File: src/rtl/button_debouncer.sv
// Debounces N_BTN raw buttons against a slow, asynchronous sample clock and emits
// a clean level plus single-cycle press, release and long-press (hold) pulses.
module button_debouncer #(
    parameter int N_BTN          = 4,
    parameter int STABLE_SAMPLES = 3,
    parameter int HOLD_SAMPLES   = 32,
    parameter int ACTIVE_LOW     = 1
) (
    input  logic             clk,
    input  logic             rst_n,
    input  logic             sample_clk_in,
    input  logic [N_BTN-1:0] btn_raw,
    output logic [N_BTN-1:0] btn_level,
    output logic [N_BTN-1:0] btn_press,
    output logic [N_BTN-1:0] btn_release,
    output logic [N_BTN-1:0] btn_hold,
    output logic             sample_tick
);

    localparam logic             POLARITY   = (ACTIVE_LOW != 0);
    localparam logic [N_BTN-1:0] IDLE_RAW   = {N_BTN{POLARITY}};
    localparam logic [4:0]       STABLE_CNT = 5'(STABLE_SAMPLES);
    localparam logic [7:0]       HOLD_CNT   = 8'(HOLD_SAMPLES);

    typedef enum logic [1:0] {
        IDLE,
        CONF_PRESS,
        PRESSED,
        CONF_REL
    } state_t;

    logic [N_BTN-1:0] raw_meta_reg;
    logic [N_BTN-1:0] raw_sync_reg;
    logic             smp_meta_reg;
    logic             smp_sync_reg;
    logic             smp_prev_reg;
    logic             sample_tick_reg;
    logic             tick;
    logic [N_BTN-1:0] pressed;

    // Synchronisers reset to the idle (unpressed) pin level so no phantom press follows reset.
    always_ff @(posedge clk or negedge rst_n) begin
        if (!rst_n) begin
            raw_meta_reg    <= IDLE_RAW;
            raw_sync_reg    <= IDLE_RAW;
            smp_meta_reg    <= 1'b0;
            smp_sync_reg    <= 1'b0;
            smp_prev_reg    <= 1'b0;
            sample_tick_reg <= 1'b0;
        end else begin
            raw_meta_reg    <= btn_raw;
            raw_sync_reg    <= raw_meta_reg;
            smp_meta_reg    <= sample_clk_in;
            smp_sync_reg    <= smp_meta_reg;
            smp_prev_reg    <= smp_sync_reg;
            sample_tick_reg <= tick;
        end
    end

    assign tick        = smp_sync_reg & ~smp_prev_reg;
    assign pressed     = raw_sync_reg ^ IDLE_RAW;
    assign sample_tick = sample_tick_reg;

    generate
        for (genvar gi = 0; gi < N_BTN; gi++) begin : g_btn
            state_t     state_reg, state_next;
            logic [3:0] cnt_reg, cnt_next;
            logic [7:0] hcnt_reg, hcnt_next;
            logic       level_reg, level_next;
            logic       press_reg, press_next;
            logic       release_reg, release_next;
            logic       hold_reg, hold_next;
            logic       p;

            assign p = pressed[gi];

            always_ff @(posedge clk or negedge rst_n) begin
                if (!rst_n) begin
                    state_reg   <= IDLE;
                    cnt_reg     <= 4'd0;
                    hcnt_reg    <= 8'd0;
                    level_reg   <= 1'b0;
                    press_reg   <= 1'b0;
                    release_reg <= 1'b0;
                    hold_reg    <= 1'b0;
                end else begin
                    state_reg   <= state_next;
                    cnt_reg     <= cnt_next;
                    hcnt_reg    <= hcnt_next;
                    level_reg   <= level_next;
                    press_reg   <= press_next;
                    release_reg <= release_next;
                    hold_reg    <= hold_next;
                end
            end

            always_comb begin
                state_next   = state_reg;
                cnt_next     = cnt_reg;
                hcnt_next    = hcnt_reg;
                level_next   = level_reg;
                press_next   = 1'b0;
                release_next = 1'b0;
                hold_next    = 1'b0;
                if (tick) begin
                    case (state_reg)
                        IDLE: begin
                            if (p) begin
                                state_next = CONF_PRESS;
                                cnt_next   = 4'd1;
                            end
                        end
                        CONF_PRESS: begin
                            if (p) begin
                                if ({1'b0, cnt_reg} + 5'd1 == STABLE_CNT) begin
                                    state_next = PRESSED;
                                    cnt_next   = 4'd0;
                                    hcnt_next  = 8'd0;
                                    level_next = 1'b1;
                                    press_next = 1'b1;
                                end else begin
                                    cnt_next = cnt_reg + 4'd1;
                                end
                            end else begin
                                state_next = IDLE;
                                cnt_next   = 4'd0;
                            end
                        end
                        PRESSED: begin
                            if (p) begin
                                // Saturation makes the hold pulse a one-shot for this press.
                                if (hcnt_reg != HOLD_CNT) begin
                                    hcnt_next = hcnt_reg + 8'd1;
                                    hold_next = (hcnt_reg + 8'd1 == HOLD_CNT);
                                end
                            end else begin
                                state_next = CONF_REL;
                                cnt_next   = 4'd1;
                            end
                        end
                        CONF_REL: begin
                            if (!p) begin
                                if ({1'b0, cnt_reg} + 5'd1 == STABLE_CNT) begin
                                    state_next   = IDLE;
                                    cnt_next     = 4'd0;
                                    level_next   = 1'b0;
                                    release_next = 1'b1;
                                end else begin
                                    cnt_next = cnt_reg + 4'd1;
                                end
                            end else begin
                                // Release glitch: resume the press without restarting hold timing.
                                state_next = PRESSED;
                                cnt_next   = 4'd0;
                            end
                        end
                        default: begin
                            state_next = IDLE;
                            cnt_next   = 4'd0;
                        end
                    endcase
                end
            end

            assign btn_level[gi]   = level_reg;
            assign btn_press[gi]   = press_reg;
            assign btn_release[gi] = release_reg;
            assign btn_hold[gi]    = hold_reg;
        end
    endgenerate

endmodule

File: config.mk
export PLATFORM = sky130hd
export DESIGN_NAME = button_debouncer
export DESIGN_NICKNAME = d
export VERILOG_FILES = /design/src/rtl/button_debouncer.sv
export SDC_FILE = /design/constraint.sdc
export NUM_CORES = 1
export LEC_CHECK = 0
export ABC_CLOCK_PERIOD_IN_PS = 2500
export CAP_MARGIN = 20
export CELL_PAD_IN_SITES_DETAIL_PLACEMENT = 1
export CELL_PAD_IN_SITES_GLOBAL_PLACEMENT = 1
export CORE_ASPECT_RATIO = 2
export CORE_MARGIN = 3
export CORE_UTILIZATION = 47
export DETAILED_ROUTE_END_ITERATION = 10
export PLACE_DENSITY = 0.84
export SLEW_MARGIN = 20
export SYNTH_ARGS = -nofsm -noshare
export SYNTH_HDL_FRONTEND = slang
export SYNTH_SLANG_ARGS = --single-unit
File: constraint.sdc
create_clock -name clk -period 2.5 [get_ports clk]
set_clock_uncertainty 0.05 [all_clocks]
set_input_delay 0.75 -clock clk [delete_from_list [all_inputs] [get_ports clk]]
set_output_delay 0.75 -clock clk [all_outputs]
set_load 0.01 [all_outputs]
* Word level (Yosys, flattened, before mapping) *
Index checks and enable logic that the tools add are counted.

cells by class
  reductions and logical operators = 28
  mux-type cells = 136
  equal/unequal tests = 64
  add/subtract/negate cells = 12
  bitwise gates (word level) = 3

operator list
  kind                 number
  $mux 8               16
  $mux 4               20
  $ne 2x2->1 const B   32
  $pmux 4 s4           4
  $pmux 8 s2           4
  $mux 1               60
  $mux 2               24
  $reduce_and 6->1     8
  $add 8x1->8 const B  4
  $eq 8x6->1 const B   4
  $ne 8x6->1 const B   4
  $pmux 2 s4           4
  $ne 3x3->1 const B   8
  $add 4x1->5 const B  4
  $eq 5x2->1 const B   4
  $reduce_and 5->1     4
  $add 4x1->4 const B  4
  $eq 2x2->1 const B   8
  $reduce_bool 2->1    8
  $reduce_and 3->1     4
  $eq 2x1->1 const B   4
  $logic_not 2->1      4
  $pmux 1 s2           4
  $not 4->4            1
  other kinds (2)      2

storage, ports and cells
  output and inout bits = 17
  register bits = 84
  input bits = 7

* Longest topological paths before layout *
Gate-level depths: netlist of run 1.

  depth in word-level cells = 6
  gate-level depth with buffers = 7

* Least setup slack after synthesis of run 1 *
Ideal clock, no wire load.

  path kind = reg2reg
  start point = reg g_btn[2].cnt_reg[1]
  end point = reg g_btn[2].hcnt_reg[0]
  clock period less this slack = 1.856 ns
  data required time = 2.325 ns
  arrival time = 1.682 ns
  stages on the path, launching flop included = 7
  slack = 0.644 ns
  cells stage by stage = dfrtp_1 > ha_1 > a21boi_0 > a21oi_1 > o22a_2 > a211o_1 > mux2_2

between the ends
  word-level cells in the longest chain between the ends = 4

RTL lines
  element                     RTL line  RTL
  from (decl)                 67        logic [3:0] cnt_reg, cnt_next;
  from (signal assigned)      88        cnt_reg <= cnt_next;
  $add 4x1->5                 115       if ({1'b0, cnt_reg} + 5'd1 == STABLE_CNT) begin
  $eq 5x2->1                  115
  $ne 2x2->1 (no line)        -
  $reduce_and 6->1 (no line)  -
  to (signal assigned)        89        hcnt_reg <= hcnt_next;
  to (decl)                   68        logic [7:0] hcnt_reg, hcnt_next;

No other way between the ends.
A chain may end at the register's enable or synchronous reset.

* Worst setup path after layout of run 1 *
  start point = reg g_btn[3].cnt_reg[0]
  end point = reg g_btn[3].level_reg

between the ends
  word-level cells in the longest chain between the ends = 4
  elaborated cells on any way between the ends = 5
  those cells by class = add/sub (1); eq/ne (3); reduce/logical (1)

RTL lines
  element                       RTL line  RTL
  from (decl)                   67
  from (signal assigned)        88
  $add 4x1->5 *                 115, 143
  $eq 5x2->1 *                  115, 143
  $ne 2x2->1 (no line)          -
  $reduce_and 6->1 (no line) *  -
  to (signal assigned)          90        level_reg <= level_next;
  to (decl)                     69        logic level_reg, level_next;

Every way passes the cells marked *; elsewhere a longest branch is shown, timed or not.

==> results of run 1 <==
metal layers:
layer	global-route usage, %	up-vias
li1	-	1771
met1	21.70	1904
met5	0	-
met4	9.982	0
met3	2.822	27
met2	44.36	46
layout make-up:
class                   count  area [sq um]  share of cell area (%)
repair buffers             27         270.3                   5.139
clock buffers               9         225.2                   4.283
multi-input cells         351          2293                   43.61
well taps                 132         165.2                   3.141
inverters                  24         90.09                   1.713
flip-flops and latches     84          2112                   40.16
clock inverters             7         102.6                   1.951
kinds of logic after synthesis:
logic type / synth area share, %
XOR/XNOR: 2.987
flip-flops: 45.01
multiplexers: 1.813
adder cells (fa/ha/maj): 4.533
AO/OA/AOI/OAI: 18.35
buffers and inverters: 6.107
AND/OR/NAND/NOR: 21.20
where the power goes:
group          internal (mW)  switching [mW]
clock                  0.890           0.586
combinational          0.380           0.580
sequential              1.55           0.311
stage by stage:
step           cells  utilization (%)  cell area, sq um  hold slack (ns)
3_3_place_gp     618            50.51              4931           0.2960
6_report         634            53.86              5259           0.2819
4_1_cts          634            53.86              5259           0.2878
5_1_grt          634            53.86              5259           0.3007
2_1_floorplan    493                -              4692           0.2812
3_5_place_dp     618            50.51              4931           0.2990
cell usage in the layout, fill, tap and decap left out, drive strengths merged, types with 4 or more instances in the layout:
master,instances
dfrtp,76
nand2,52
nor2,36
o21ai,30
inv,28
a21oi,27
clkdlybuf4s50,22
nor3,19
nand3,18
ha,17
xnor2,10
o31ai,9
clkbuf,9
a31oi,8
dfstp,8
and3,7
a22o,7
nand2b,7
nor2b,6
xor2,6
o41ai,6
a21boi,5
buf,5
nor4,5
nand4,4
a21o,4
and2,4
nand3b,4
mux2i,4
mux2,4
nor3b,4
how the worst min path moves through the flow:
stage,start,end,slack [ns],cells after the start
after floorplan,smp_meta_reg$_DFF_PN0_,smp_sync_reg$_DFF_PN0_,0.28,0
after global placement,raw_meta_reg[1]$_DFF_PN1_,raw_sync_reg[1]$_DFF_PN1_,0.30,0
after detailed placement,raw_meta_reg[1]$_DFF_PN1_,raw_sync_reg[1]$_DFF_PN1_,0.30,0
after CTS,rst_n,g_btn[0].hcnt_reg[4]$_DFFE_PN0P_,0.29,1
after global routing,rst_n,g_btn[0].hcnt_reg[4]$_DFFE_PN0P_,0.30,1
final,rst_n,g_btn[0].hcnt_reg[4]$_DFFE_PN0P_,0.28,1
worst register-to-register path, delay by kind of cell, from the launching register on:
kind,cells,cell delay [ns]
compound gates,3,0.46
simple gates,2,0.83
flops,1,0.44
fa+ha+maj,1,0.25
==> metrics.md, run 1 <==
| Metric | Value |
|---|---|
| Status | finished, final reports clean |
| Crit path DAT | 2.31 ns |
| Pins Over Slew Limit | 0 |
| Post-synth top area cell | dfrtp_1 |
| Post-CTS resize count | 0 |
| Startpoint Class | flip-flop |
| Antenna viol nets, final | 0 |
| Total CTS buffers | 9 |
| DRT Wirelength | 11820 microns |
| Vias in the first global route | 4083 |
| CP cell instances | ha_1, and2_1, a21oi_1, nor4_1, a21bo_2, a21oi_1 |
| Synth warn | 0 |
| H-tree depth | 3 |
| Critical path peak fanout | 6 |
| Post-route DRC violation count | 0 |
| Row cnt | 51 |
| Synth Instances | 493 |
| Sequential fraction of the synthesis area | 45.01% |
| Chip width | 76.65 microns |
| Crit share post-route | 85.82% |
| Metal-1 WL | 4260 microns |
| Core area | 9763 sq um |
| Max-Cap Viols | 0 |
| Setup TNS | 0 ns |
| Endpoints failing setup | 0 |
| Die extent in y | 147.3 microns |
| Post-layout min period | 2.145 ns |
| Crit path capture | g_btn[3].level_reg$_DFFE_PN0P_ |
| GRT Resource Usage Total | 22.08% |
| Synth unique cells | 73 |
| Initial antenna violation count | 0 |
| Layout cells sized above 1 | 10.56% |
| Maximum number of pins on one net before global-route repair | 39 |
| Crit Path Class | reg -> reg |
| CTS tree | done |
| Post-Synthesis Cell Area | 4692 sq um |
| Slew headroom | 48.28% |
| Endpoints failing hold | 0 |
| Top cells by area, synth | dfrtp_1, ha_1, dfstp_2, nand2_1, o21ai_0 |
| First-pass GRT wire length | 20050 microns |
| Placer Congestion | 0.9155 |
| Hold buffers post-CTS | 0 |
| Routed via count | 3748 |
| Pre-CTS setup slack | 0.4211 ns |
| Wirelength per Cell | 18.65 microns |
| Worst Setup SP | g_btn[3].cnt_reg[0]$_DFFE_PN0P_ |
| PortBufs | 23 |
| VDD IR max | 0.6116 mV |
| Critical path's top delay family | simple AND/OR/NAND/NOR gates |
| Die ar. | 11290 sq um |
| Slowest CP cell | nor4_1 |
| First-pass DRT Iterations | 4 |
| Levels on crit path | 6 |
| Met3 wire len | 173 microns |
| Routed wl met2 | 7098 microns |
| EDFF count, synth | 0 |
| Top cell type's share of synthesized area | 40.53% |
| RSZ-0062 raised after global routing | no |
| I/O pins | 24 |
| Mapped Avg Cell Area | 9.517 sq um |
| Worst R2R Path Depth | 6 |
| Clk Latency, worst-skew pair | 0.34 ns |
| Type of the most critical hold path | in -> async |
| R2r endpoint | g_btn[3].level_reg$_DFFE_PN0P_ |
| CTS max path bufs | 2 |
| Crit-path most repeated cell | a21oi_1 |
| ANT cells | 0 |
| Critical path endpoint category | flip-flop |
| Syn-to-layout area delta | 12.08% |
| Most common cell in the synthesized netlist | dfrtp_1 |
| Layout Nets | 521 |
| Max FFs per register | 32 |
| Power Dens Cells | 816.5 nW/um^2 |
| Reg2Reg Setup Slack | 0.35 ns |
| Initial core utilization | 48.06% |
| TritonCTS sink count | 84 |
| Mapped Nets | 517 |
| Final Power | 4.294 mW |
| Clk slew on worst S/H paths | 0.07 ns |
| # fillers | 1137 |
| Highest routed layer | met4 |
| Vias/cell | 5.912 |
| DP HPWL | 8466 microns |
| CP max stage delay | 0.69 ns |
| Post-CTS Setup Inserts | 0 |
| Reg-to-reg startpoint | g_btn[3].cnt_reg[0]$_DFFE_PN0P_ |
| CP Buf/Inv Count | 0 |
| Commonest cells post-synth | dfrtp_1, nand2_1, nor2_1, o21ai_0, a21oi_1 |
| Leak pwr | 2.199 nW |
| FMAX | 466.1 MHz |
| Slew @ Worst Pin | 0.7687 ns |
| #FFs+latches synth | 84 |
| Primary FF master, synth | dfrtp_1 |
| FFs w/ async S/R, synth | 100.0% |
| Starting DRT DRC Count | 197 |
| Clk root buf | clkbuf_16 |
| Critical Path RT | 2.67 ns |
| Worst setup margin | 0.3546 ns |
| Total congestion overflow | 0 |
No activity file was read; power rests on OpenSTA's default activity.
==> inputs of run 2 (changes only) <==
--- a/config.mk
+++ b/config.mk
@@ -13,6 +13,7 @@
 export CORE_MARGIN = 3
 export CORE_UTILIZATION = 47
 export DETAILED_ROUTE_END_ITERATION = 10
+export GPL_ROUTABILITY_DRIVEN = 1
 export PLACE_DENSITY = 0.84
 export SLEW_MARGIN = 20
 export SYNTH_ARGS = -nofsm -noshare
==> results of run 2 <==
The final DEF is identical to that of run 1; final timing and power are the same.
